$ cat src/rtl/bcd_pkg.sv
// bcd_pkg
//   Definitions shared by the BCD digit packer, the BCD-to-binary converter
//   and any later binary-to-BCD stage.
//   - BCD_DIGIT_W : width of one BCD digit
//   - BCD_MAX     : largest legal BCD digit value
//   - state_t     : packer FSM states (COLLECT, HOLD)
//   - is_bcd_digit: helper that tests one nibble for BCD legality
package bcd_pkg;

  localparam int         BCD_DIGIT_W = 4;
  localparam logic [3:0] BCD_MAX     = 4'd9;

  typedef enum logic {
    COLLECT = 1'b0,
    HOLD    = 1'b1
  } state_t;

  function automatic logic is_bcd_digit(input logic [BCD_DIGIT_W-1:0] d);
    return (d <= BCD_MAX);
  endfunction

endpackage

$ cat src/rtl/bcd_digit_check.sv
// bcd_digit_check
//   Purely combinational legality check for one BCD nibble. Also used as the
//   input guard of the BCD-to-binary converter.
//   Ports:
//     digit  in  4  nibble to test
//     is_bcd out 1  high when digit is 0..9
module bcd_digit_check
  import bcd_pkg::*;
(
  input  logic [BCD_DIGIT_W-1:0] digit,
  output logic                   is_bcd
);

  assign is_bcd = is_bcd_digit(digit);

endmodule

$ cat src/rtl/bcd_digit_packer.sv
// bcd_digit_packer
//   Collects BCD digits MSD first, rejects non-BCD nibbles and digits beyond
//   the buffer capacity, and on 'enter' presents the right-aligned packed BCD
//   word downstream.
//
//   Handshakes (both strict valid/ready): a transfer happens on a rising edge
//   where valid and ready are both high. A source that raises valid keeps it
//   and its data stable until the transfer; ready never depends on valid.
//   Here digit_ready depends on state only, and bcd_valid/bcd_out are held
//   until bcd_ready. 'clear' is the only way bcd_valid drops before transfer.
//
//   Ports:
//     clk          in   clock, rising edge
//     rst_n        in   synchronous active-low reset
//     digit_valid  in   digit_in carries a digit
//     digit_in     in   BCD digit, MSD first
//     digit_ready  out  packer accepts digits (COLLECT)
//     enter        in   finish entry, present the word
//     clear        in   discard buffer and any pending word
//     bcd_out      out  packed BCD word, newest digit in [3:0]
//     bcd_valid    out  bcd_out valid
//     bcd_ready    in   downstream accepts bcd_out
//     digit_count  out  digits currently held
//     err_invalid  out  1-cycle pulse: digit > 9 rejected
//     err_overflow out  1-cycle pulse: legal digit rejected, buffer full
module bcd_digit_packer
  import bcd_pkg::*;
#(
  parameter  int NDIGITS = 4,
  localparam int W       = BCD_DIGIT_W * NDIGITS,
  localparam int CNT_W   = $clog2(NDIGITS + 1)
) (
  input  logic                   clk,
  input  logic                   rst_n,
  input  logic                   digit_valid,
  input  logic [BCD_DIGIT_W-1:0] digit_in,
  output logic                   digit_ready,
  input  logic                   enter,
  input  logic                   clear,
  output logic [W-1:0]           bcd_out,
  output logic                   bcd_valid,
  input  logic                   bcd_ready,
  output logic [CNT_W-1:0]       digit_count,
  output logic                   err_invalid,
  output logic                   err_overflow
);

  localparam logic [CNT_W-1:0] FULL = CNT_W'(NDIGITS);

  state_t           state_q, state_d;
  logic [W-1:0]     buffer_q, buffer_d;
  logic [CNT_W-1:0] count_q, count_d;
  logic             valid_q, valid_d;
  logic             err_inv_q, err_inv_d;
  logic             err_ovf_q, err_ovf_d;
  logic             is_bcd;

  bcd_digit_check u_check (
    .digit  (digit_in),
    .is_bcd (is_bcd)
  );

  // Next-state and datapath logic
  always_comb begin
    state_d   = state_q;
    buffer_d  = buffer_q;
    count_d   = count_q;
    valid_d   = valid_q;
    err_inv_d = 1'b0;
    err_ovf_d = 1'b0;

    if (clear) begin
      // clear wins over digit, enter and the output handshake
      state_d  = COLLECT;
      buffer_d = '0;
      count_d  = '0;
      valid_d  = 1'b0;
    end else begin
      case (state_q)
        COLLECT: begin
          if (digit_valid) begin
            if (!is_bcd) begin
              err_inv_d = 1'b1;
            end else if (count_q == FULL) begin
              err_ovf_d = 1'b1;
            end else begin
              buffer_d = (buffer_q << BCD_DIGIT_W) | W'(digit_in);
              count_d  = count_q + CNT_W'(1);
            end
          end
          // A digit accepted in this same cycle lands in buffer_d and so
          // becomes part of the presented word.
          if (enter) begin
            state_d = HOLD;
            valid_d = 1'b1;
          end
        end
        HOLD: begin
          // bcd_valid is always high in HOLD, so bcd_ready alone completes
          // the transfer. Digits and enter are ignored silently.
          if (bcd_ready) begin
            state_d  = COLLECT;
            buffer_d = '0;
            count_d  = '0;
            valid_d  = 1'b0;
          end
        end
        default: begin
          state_d  = COLLECT;
          buffer_d = '0;
          count_d  = '0;
          valid_d  = 1'b0;
        end
      endcase
    end
  end

  always_ff @(posedge clk) begin
    if (!rst_n) begin
      state_q   <= COLLECT;
      buffer_q  <= '0;
      count_q   <= '0;
      valid_q   <= 1'b0;
      err_inv_q <= 1'b0;
      err_ovf_q <= 1'b0;
    end else begin
      state_q   <= state_d;
      buffer_q  <= buffer_d;
      count_q   <= count_d;
      valid_q   <= valid_d;
      err_inv_q <= err_inv_d;
      err_ovf_q <= err_ovf_d;
    end
  end

  // All outputs come straight from registers or the state register.
  assign digit_ready  = (state_q == COLLECT);
  assign bcd_out      = buffer_q;
  assign bcd_valid    = valid_q;
  assign digit_count  = count_q;
  assign err_invalid  = err_inv_q;
  assign err_overflow = err_ovf_q;

endmodule
$ cat config.mk
export PLATFORM = sky130hd
export DESIGN_NAME = bcd_digit_packer
export DESIGN_NICKNAME = d
export VERILOG_FILES = /design/src/rtl/bcd_pkg.sv /design/src/rtl/bcd_digit_check.sv /design/src/rtl/bcd_digit_packer.sv
export SDC_FILE = /design/constraint.sdc
export NUM_CORES = 1
export LEC_CHECK = 0
export CAP_MARGIN = 5
export CORE_MARGIN = 2
export CORE_UTILIZATION = 40
export DETAILED_ROUTE_END_ITERATION = 6
export PLACE_DENSITY = 0.76
export SLEW_MARGIN = 10
export SYNTH_ARGS = -nofsm -noshare
export SYNTH_HDL_FRONTEND = slang
export SYNTH_SLANG_ARGS = --single-unit
$ cat constraint.sdc
create_clock -name clk -period 1.9 [get_ports clk]
set_clock_uncertainty 0.15 [all_clocks]
set_input_delay 0.19 -clock clk [delete_from_list [all_inputs] [get_ports clk]]
set_output_delay 0.19 -clock clk [all_outputs]
set_load 0.02 [all_outputs]
Word-level counts from Yosys, hierarchy flattened. Cells that the tools add are included.

Register bits: 23. Bits in latches: 0. Memory bits (writable): 0. Memory bits (read-only): 0. Bits of input ports: 10. Output and inout bits: 23. Word-level logic and storage cells: 42. Memories kept: 0.

Add/sub/neg operators: 1. $mul: 0. Divide/modulo/power cells: 0. $lt $le $gt $ge: 1. Equal/unequal tests: 6. Shift-type cells: 0. Muxes and demuxes: 18. Bitwise gates (word level): 5. Reduce and logical (&&, ||, !) cells: 5.

Operators by type and width (number): 16-bit 2-to-1 mux (4); 16-bit case mux with 2 select lines (1); 16-bit by 4-bit OR with 16-bit output (1); 3-bit 2-to-1 mux (4); 1-bit 2-to-1 mux (6); 2-bit != test (second input constant) (3); 3-bit case mux with 2 select lines (1); 5-bit OR reduction (1); 4-bit <= comparator (second input constant) (1); 2-bit by 1-bit != test with 1-bit output (second input constant) (2); 1-bit NOT (4); 1-bit case mux with 2 select lines (2); 4-bit AND reduction (1); 4-bit OR reduction (1); 3-bit by 1-bit adder with 3-bit output (second input constant) (1); 3-bit == test (second input constant) (1); 2-bit AND reduction (1); 2-bit OR reduction (1).

Depth between registers and ports, before layout. Gate-level depths: netlist (run 1).

Depth in word-level cells: 5. Mapped depth: 7. Gate-level depth less buffers: 5.

Hierarchy. Synthesis (run 1) repeated with hierarchy kept, for this count alone.

Cell total of the unflattened synthesis: 109. Area, all modules: 1017.2 um^2.

By module, submodules not included: bcd_digit_packer (instances 1, cells each 108, area an instance 1012.2 um^2, seq. area each 460.4 um^2); bcd_digit_check (instances 1, cells each 1, area an instance 5.0 um^2, seq. area each 0.0 um^2).

Worst setup path after synthesis (run 1). Ideal clock, no wire load.

Path kind: flip-flop to flip-flop. Start point: register count_q[0], in the netlist digit_count[0]. End point: register buffer_q[0], in the netlist bcd_out[0]. Library setup time: 132 ps. Data arrival time: 1553 ps. Data required time: 1618 ps. Setup slack: 64 ps. Cell stages (with the launch flop): 8. Path buffers: 2. Clock period less this slack: 1836 ps. Path through: dfxtp_1 inv_1 ha_1 and2_1 buf_6 buf_6 o311ai_0 a21oi_1.

Word-level cells in the longest chain between the ends: 3.

Ends and longest elaborated chain: start, declared (RTL line bcd_digit_packer.sv:52) `logic [CNT_W-1:0] count_q, count_d;`; start signal, assigned (RTL line bcd_digit_packer.sv:129) `count_q <= count_d;`; 3-bit == test (RTL line bcd_digit_packer.sv:84) `end else if (count_q == FULL) begin`; 2-bit != test (no line); 4-bit AND reduction (no line); end signal, assigned (RTL line bcd_digit_packer.sv:128) `buffer_q <= buffer_d;`; end, declared (RTL line bcd_digit_packer.sv:51) `logic [W-1:0] buffer_q, buffer_d;`.

Every way passes these cells. A chain may end at the register's enable or synchronous reset.

Worst setup path after layout (run 1).
Start point: register count_q[0], in the netlist digit_count[0]. End point: register buffer_q[2], in the netlist bcd_out[2].

Same word-level chain as after synthesis.

==> impl_metrics.toml, run 1 <==
[run_status]
outcome = "complete, no violations"

[die]
die-area_um2 = 3010
initial_core_util_pct = 42.1
die_y_um = 54.8
die_w_um = 54.8
io_pins = 33
core_um2 = 2450
rows = 18

[critical_path]
slowest_delay_ps = 410
setup.worst_path.start = "digit_count[0]$_SDFFE_PP0P_"
path_max_fanout = 18
r2r_slack_ps = 140
worst_r2r_startpoint = "digit_count[0]$_SDFFE_PP0P_"
endpoint_kind = "flop"
cp_slowest_cell = "dfxtp_1"
crit_buf_inv = 1
crit_type = "reg2reg"
cp_num_cells = 5
crit_chain = "inv_1, ha_1, and2_2, o311ai_0, a21oi_1"
critical-path-top-delay-family = "compound AO/OA/AOI/OAI gates"
crit_arrival_ps = 1800
cp-endpoint = "bcd_out[2]$_SDFFE_PP0P_"
required_ps = 1940
worstRegToRegCells = 5
start_kind = "flop"
worst_r2r_endpoint = "bcd_out[2]$_SDFFE_PP0P_"

[route]
drc = 0
dr.max_layer_used = "met3"
num_vias = 1051
detail-route-antenna-nets = 0
wl_met3_um = 208
wl_um = 2600
viasPerCell = 6.01
drt_iter0_drc = 28
wirelength_met1_um = 1130
dr.pass1.iters = 4
wl_met2_um = 1270
wl_per_cell_um = 14.9

[timing]
finalHoldViolCount = 0
max-slew-margin-rel_pct = 63.0
max_freq_mhz = 568
period_share_pct = 92.7
fin_crit_ps = 1760
slew_viol_final = 0
finalSetupViolCount = 0
rsz0062_at_grt = "no"
tightest_slew_ps = 554
fin_setup_tns_ps = 0

[pwr]
ir_worst_vdd_mv = 0.316
pwr-share-clk_pct = 26.3
power_density_nw_per_um2 = 584
p_total_uw = 830
p_seq_share_pct = 59.4
p_leak_uw = 0.000441
combPwrFrac_pct = 14.3
switching_power_uw = 208
swShare_pct = 25.1
internal-power_uw = 621

[place]
dp_cells = 171
io_buffers = 32
place_hpwl_um = 1730
place_congestion = 0.807

[layout]
diodes = 0
synthToLayoutAreaGrowth_pct = 37.5
final_common_cell = "clkdlybuf4s50_1"
drive_above_1_share_pct = 8.97
stdcell_count = 175
mostFrequentLayoutCells = "32 x clkdlybuf4s50_1, 23 x dfxtp_1, 20 x a21oi_1"
nets = 158
final_util_pct = 57.9

[global_routing]
antenna_found_initial = 0
grt_pass1_wl_um = 4130
overflow = 0
grt_max_degree = 20
grt_usage_pct = 18.6
grt_pass1_vias = 911

[synth]
yosys-top-cells-area = "dfxtp_1 45%, o311ai_0 12%, nand4_1 11%, a21oi_1 9.7%, o311ai_1 2.5%"
yosysTopAreaCellShare_pct = 44.6
syn-num-nets = 126
ys.flop_type = "dfxtp_1"
syn-cell-area_um2 = 1030
synth_edf_count = 0
ys.warnings.count = 0
async_reset_ff_share_pct = 0
synth_cell_types = 23
yosysSeqAreaShare_pct = 44.6
synthCells = 114
yosys.area.top_type = "dfxtp_1"
ys_seq_elements = 23
synth.avg_cell_area_um2 = 9.07

[cts]
post_cts_buffers = 0
clk_latency_ps = 300
htree_levels = 1
cts_tree = "yes"
ctsRootBufferMaster = "clkbuf_4"
cts_buffers = 3
clockBufferDepth = 2
clock-sinks = 23
clk_pin_slew_ps = 120

[job]
maxCapViolations = 0

[hold_path]
min_path_type = "in2reg"
[cell type report]
class	count	area [um^2]
clock buffer	4	26.3
timing repair buffer	40	393
multi-input combinational	74	489
sequential	23	460
fill	225	1030
tap	30	37.5
inverter	4	15.0
[worst min-delay path by stage]
stage          cells past startpoint                       to              startpoint  slack (ps)
6_report                           3  bcd_out[0]$_SDFFE_PP0P_             digit_in[0]         300
3_5_place_dp                       2   bcd_valid$_SDFFE_PP0P_  bcd_valid$_SDFFE_PP0P_         330
3_3_place_gp                       2   bcd_valid$_SDFFE_PP0P_  bcd_valid$_SDFFE_PP0P_         300
2_1_floorplan                      2       state_q$_SDFF_PP0_                   enter         160
4_1_cts                            3  bcd_out[0]$_SDFFE_PP0P_             digit_in[0]         300
5_1_grt                            3  bcd_out[0]$_SDFFE_PP0P_             digit_in[0]         320
[registers in the layout, indices dropped and copies added (netlist names)]
register / count
digit_count: 3
state_q: 1
err_invalid: 1
err_overflow: 1
bcd_valid: 1
bcd_out: 16
[cell usage after synthesis, drive strengths merged (2+ instances only)]
master / instances
a21oi: 20
buf: 6
clkbuf: 7
dfxtp: 23
ha: 2
inv: 4
nand2: 2
nand2b: 3
nand4: 18
nor2: 3
o311ai: 17
[tightest hold or removal path: stages]
cell             delay [ps]
clkdlybuf4s50_1         400
nand4_1                  70
a21oi_1                  50
[power by group through the flow]
stage,Sequential (uW),Combinational (uW),Clock (uW)
floorplan,509,52.4,0
finish,493,119,218
detailed placement,504,115,0
global placement,504,113,0
global route,494,127,238
CTS,493,116,226
[per-layer routing]
layer  GRT usage [%]  vias to the layer above
met2            30.6                       40
li1                -                      509
met4            4.17                        0
met1            25.3                      502
met3            3.28                        0
met5               0                        -
[timing repair]
item | in CTS | in global routing
setup endpoints to repair | 0 | 16
hold buffers | 0 | 0
gates resized for setup | 0 | 8
[metrics by stage]
step	setup slack (ps)	cell area [um^2]	hold slack [ps]
3_5_place_dp	22.2	1390	326
2_1_floorplan	64.5	1030	156
3_3_place_gp	77.5	1390	304
5_1_grt	1.86	1420	315
6_report	138	1420	297
4_1_cts	32.5	1420	296
[cell families after synthesis]
logic type / synth area share, %
AOI/OAI and AO/OA: 27.2
buffers and inverters: 8.23
adders and majority gates: 2.42
DFF: 44.6
and+or+nand+nor: 17.6
Note: power is estimated with default switching activity, not from simulation.
==> inputs of run 2 (changes only) <==
CTS_CLUSTER_SIZE = 12   (was not set)
DONT_BUFFER_PORTS = 1   (was not set)
PLACE_DENSITY = 0.59   (was 0.76)
==> impl_metrics.toml, run 2 (synthesis gave the netlist of run 1 again) <==
[run_status]
outcome = "complete, no violations"

[pwr]
internal-power_uw = 593
p_leak_uw = 0.000346
swShare_pct = 26.7
pwr-share-clk_pct = 28.5
combPwrFrac_pct = 10.0
p_seq_share_pct = 61.5
power_density_nw_per_um2 = 711
switching_power_uw = 216
p_total_uw = 809
ir_worst_vdd_mv = 0.334

[cts]
post_cts_buffers = 0
clk_pin_slew_ps = 130
clockBufferDepth = 2
clock-sinks = 23
clk_latency_ps = 310
ctsRootBufferMaster = "clkbuf_4"
htree_levels = 1
cts_buffers = 3
cts_tree = "yes"

[layout]
diodes = 0
final_common_cell = "dfxtp_1"
final_util_pct = 46.4
nets = 131
mostFrequentLayoutCells = "23 x dfxtp_1, 20 x a21oi_1, 18 x nand4_1"
largest_reg_flops = 16
stdcell_count = 148
synthToLayoutAreaGrowth_pct = 10.2
drive_above_1_share_pct = 11.0

[timing]
finalHoldViolCount = 0
period_share_pct = 92.8
tightest_slew_ps = 660
fin_setup_tns_ps = 0
max_freq_mhz = 567
rsz0062_at_grt = "yes"
fin_crit_ps = 1760
finalSetupViolCount = 0
max-slew-margin-rel_pct = 56.0
slew_viol_final = 0

[critical_path]
endpoint_kind = "flop"
worst_r2r_endpoint = "bcd_out[3]$_SDFFE_PP0P_"
required_ps = 1950
crit_type = "reg2reg"
path_max_fanout = 18
crit_arrival_ps = 1810
worstRegToRegCells = 5
worst_r2r_startpoint = "digit_count[0]$_SDFFE_PP0P_"
r2r_slack_ps = 140
start_kind = "flop"

[place]
place_congestion = 0.697
place_hpwl_um = 1550
io_buffers = 0
dp_cells = 139

[global_routing]
grt_max_degree = 23
overflow = 0
antenna_found_initial = 0
grt_pass1_vias = 863
grt_usage_pct = 18.8
grt_pass1_wl_um = 4050

[route]
viasPerCell = 6.41
drt_iter0_drc = 16
num_vias = 949
wl_per_cell_um = 16.9
detail-route-antenna-nets = 0
wl_um = 2500
dr.pass1.iters = 4
drc = 0

[die]
die-area_um2 = 3010
die_y_um = 54.8
io_pins = 33
die_w_um = 54.8
core_um2 = 2450
rows = 18
initial_core_util_pct = 42.1

[hold_path]
hold_end = "err_invalid$_SDFF_PP0_"
hold-path-cell-count = 3
min_path_type = "in2reg"
hold_start = "digit_in[3]"

[job]
maxCapViolations = 0
[run 2: changes by cell type in the layout (fill, tap and decap cells not counted)]
cell and delta:
dlygate4sd3_1 +5, and2_2 -1, clkinv_2 +1, and2_1 +1, buf_4 +1, buf_12 -1, o311ai_1 -5, clkbuf_1 -1
o311ai_0 +5, clkdlybuf4s50_1 -32
[run 2: worst max path at each step]
stage | to | depth (start not counted) | from | slack [ps]
floorplan | bcd_out[0]$_SDFFE_PP0P_ | 7 | digit_count[0]$_SDFFE_PP0P_ | 60
global placement | bcd_out[2]$_SDFFE_PP0P_ | 5 | digit_count[0]$_SDFFE_PP0P_ | 210
detailed placement | bcd_out[6]$_SDFFE_PP0P_ | 5 | digit_count[0]$_SDFFE_PP0P_ | 170
CTS | bcd_out[3]$_SDFFE_PP0P_ | 5 | digit_count[0]$_SDFFE_PP0P_ | 140
global route | bcd_out[3]$_SDFFE_PP0P_ | 5 | digit_count[0]$_SDFFE_PP0P_ | -30
finish | bcd_out[3]$_SDFFE_PP0P_ | 5 | digit_count[0]$_SDFFE_PP0P_ | 140
[run 2: what timing repair did]
action / CTS / global route
hold endpoints to repair: 6 / 0
hold buffers: 5 / 0
endpoints found under the setup margin: 0 / 6
resized for setup: 0 / 2
[run 2: worst max-delay path, cell delays in order (launching register included)]
cell and delay [ps]:
dfxtp_1 350, inv_1 60, ha_1 210, and2_1 350
o311ai_0 410, a21oi_1 120
[run 2: metal layers]
| layer | track usage, % | vias to the layer above | part of all wire [%] |
|---|---|---|---|
| li1 | - | 459 | - |
| met1 | 24.4 | 459 | 44 |
| met2 | 29.6 | 27 | 49 |
| met3 | 4.64 | 4 | 6.8 |
| met4 | 7.50 | 0 | 0.88 |
| met5 | 0 | - | 0 |
[run 2: per-stage QoR]
step,worst slack [ps],instance area (um^2),hold WS [ps]
after floorplan,64.5,1030,156
after global placement,205,1060,161
after detailed placement,166,1060,168
after CTS,139,1140,82.1
after global routing,-26.6,1140,88.4
final,137,1140,89.0
[run 2: power by group through the flow]
stage / sequential [uW] / combinational (uW) / clock, uW
6_report: 498 / 80.8 / 231
5_1_grt: 499 / 88.9 / 258
4_1_cts: 498 / 80.3 / 237
3_5_place_dp: 509 / 72.0 / 0
3_3_place_gp: 508 / 69.7 / 0
2_1_floorplan: 509 / 52.4 / 0
[run 2: area by class of cell]
type	instances	area, um^2
clock inverters	1	5.00
inverters	4	15.0
flip-flops and latches	23	460
multi-input cells	74	488
well taps	30	37.5
clock buffers	3	22.5
fillers	244	1320
repair buffers	13	110
==> inputs of run 3 (changes only) <==
CELL_PAD_IN_SITES_DETAIL_PLACEMENT = 1   (was not set)
CELL_PAD_IN_SITES_GLOBAL_PLACEMENT = 2   (was not set)
CORE_UTILIZATION = 35   (was 40)
PLACE_DENSITY = 0.81   (was 0.59)
==> impl_metrics.toml, run 3 (synthesis gave the netlist of run 1 again) <==
[run_status]
outcome = "complete, no violations"

[die]
initial_core_util_pct = 37.2
die_w_um = 58.3
io_pins = 33
die_y_um = 58.3
rows = 19
die-area_um2 = 3400
core_um2 = 2780

[critical_path]
setup.worst_path.start = "digit_count[0]$_SDFFE_PP0P_"
crit_arrival_ps = 1770
path_max_fanout = 18
start_kind = "flop"
required_ps = 1960
endpoint_kind = "flop"
worst_r2r_startpoint = "digit_count[0]$_SDFFE_PP0P_"
crit_type = "reg2reg"

[route]
detail-route-antenna-nets = 0
wl_per_cell_um = 19.0
wl_um = 2830
dr.pass1.iters = 3
drt_iter0_drc = 22
num_vias = 952
viasPerCell = 6.39
drc = 0

[layout]
fill_cells = 324
final_common_cell = "dfxtp_1"
mostFrequentLayoutCells = "23 x dfxtp_1, 20 x a21oi_1, 18 x nand4_1"
diodes = 0
largest_reg_flops = 16
drive_above_1_share_pct = 11.9
design_area_um2 = 1140
synthToLayoutAreaGrowth_pct = 10.4
nets = 131
final_util_pct = 41.0

[cts]
htree_levels = 1
clk_latency_ps = 320
clockBufferDepth = 2
ctsRootBufferMaster = "clkbuf_4"
cts_tree = "yes"
cts_buffers = 3
clock-sinks = 23
clk_pin_slew_ps = 130

[timing]
period_share_pct = 89.7
max-slew-margin-rel_pct = 54.3
fin_setup_tns_ps = 0
finalSetupViolCount = 0
max_freq_mhz = 586
finalHoldViolCount = 0
slew_viol_final = 0
fin_crit_ps = 1710
rsz0062_at_grt = "no"
whs_ps = 112
tightest_slew_ps = 685

[global_routing]
grt_pass1_vias = 948
gr-usage-met3_pct = 5.27
gr-max-usage-layer = "met2"
grt_max_degree = 23
grtUsageMet2_pct = 28.7
use_met1_pct = 21.2
overflow = 0
antenna_found_initial = 0
grt_usage_pct = 17.6
grt_pass1_wl_um = 4510

[place]
place_area_um2 = 1060
io_buffers = 0
place_hpwl_um = 1780
place_congestion = 0.700

[pwr]
power_density_nw_per_um2 = 719
ir_worst_vdd_mv = 0.288
p_leak_uw = 0.000347

[job]
maxCapViolations = 0

[hold_path]
hold_start = "digit_in[3]"
min_path_type = "in2reg"
## run 3: cell types whose count changed in the layout (fill, tap and decap cells not counted)
cell / previous run / this run
and2_2: 0 / 1
and2_1: 1 / 0
## run 3: repair_timing
item                       CTS  global route
setup endpoints to repair    0             4
gates resized for setup      0             3
hold buffers                 5             0
buffers inserted             0             0
hold endpoints to repair     6             0
## run 3: path summary, 6_finish.rpt
path,to,slack [ps],cells past startpoint
worst max-delay path,bcd_out[4]$_SDFFE_PP0P_,190,5
worst min-delay path,err_invalid$_SDFF_PP0_,110,3
worst max register to register,bcd_out[4]$_SDFFE_PP0P_,190,5
worst min register to register,state_q$_SDFF_PP0_,390,2
## run 3: final cells by class
class / count / area [um^2] / share of cell area [%]
clock buffer: 3 / 22.5 / 1.97
inverter: 4 / 15.0 / 1.32
sequential: 23 / 460 / 40.4
multi-input combinational: 74 / 489 / 42.9
clock inverter: 1 / 5.00 / 0.439
tap: 31 / 38.8 / 3.40
timing repair buffer: 13 / 110 / 9.65
## run 3: metrics by stage
| stage | power [uW] | setup WS [ps] | instances |
|---|---|---|---|
| 3_5_place_dp | 582 | 101 | 140 |
| 3_3_place_gp | 580 | 193 | 140 |
| 6_report | 820 | 195 | 149 |
| 5_1_grt | 861 | 101 | 149 |
| 2_1_floorplan | 562 | 64.5 | 114 |
| 4_1_cts | 830 | 82.6 | 149 |
## run 3: worst max-delay path, cell delays in order, from the launching register on
cell and delay [ps]:
dfxtp_1 360, inv_1 60, ha_1 220, and2_2 320
o311ai_0 380, a21oi_1 110
## run 3: per-layer routing
layer	wire, um	vias to the layer above	share of wire, %
met5	0	-	0
met4	46	0	1.6
met3	145	5	5.1
met2	1310	20	46
met1	1330	462	47
li1	-	465	-
## run 3: power breakdown
group / switching (uW) / internal, uW
Sequential: 9.71 / 488
Combinational: 57.6 / 26.2
Clock: 159 / 79.0
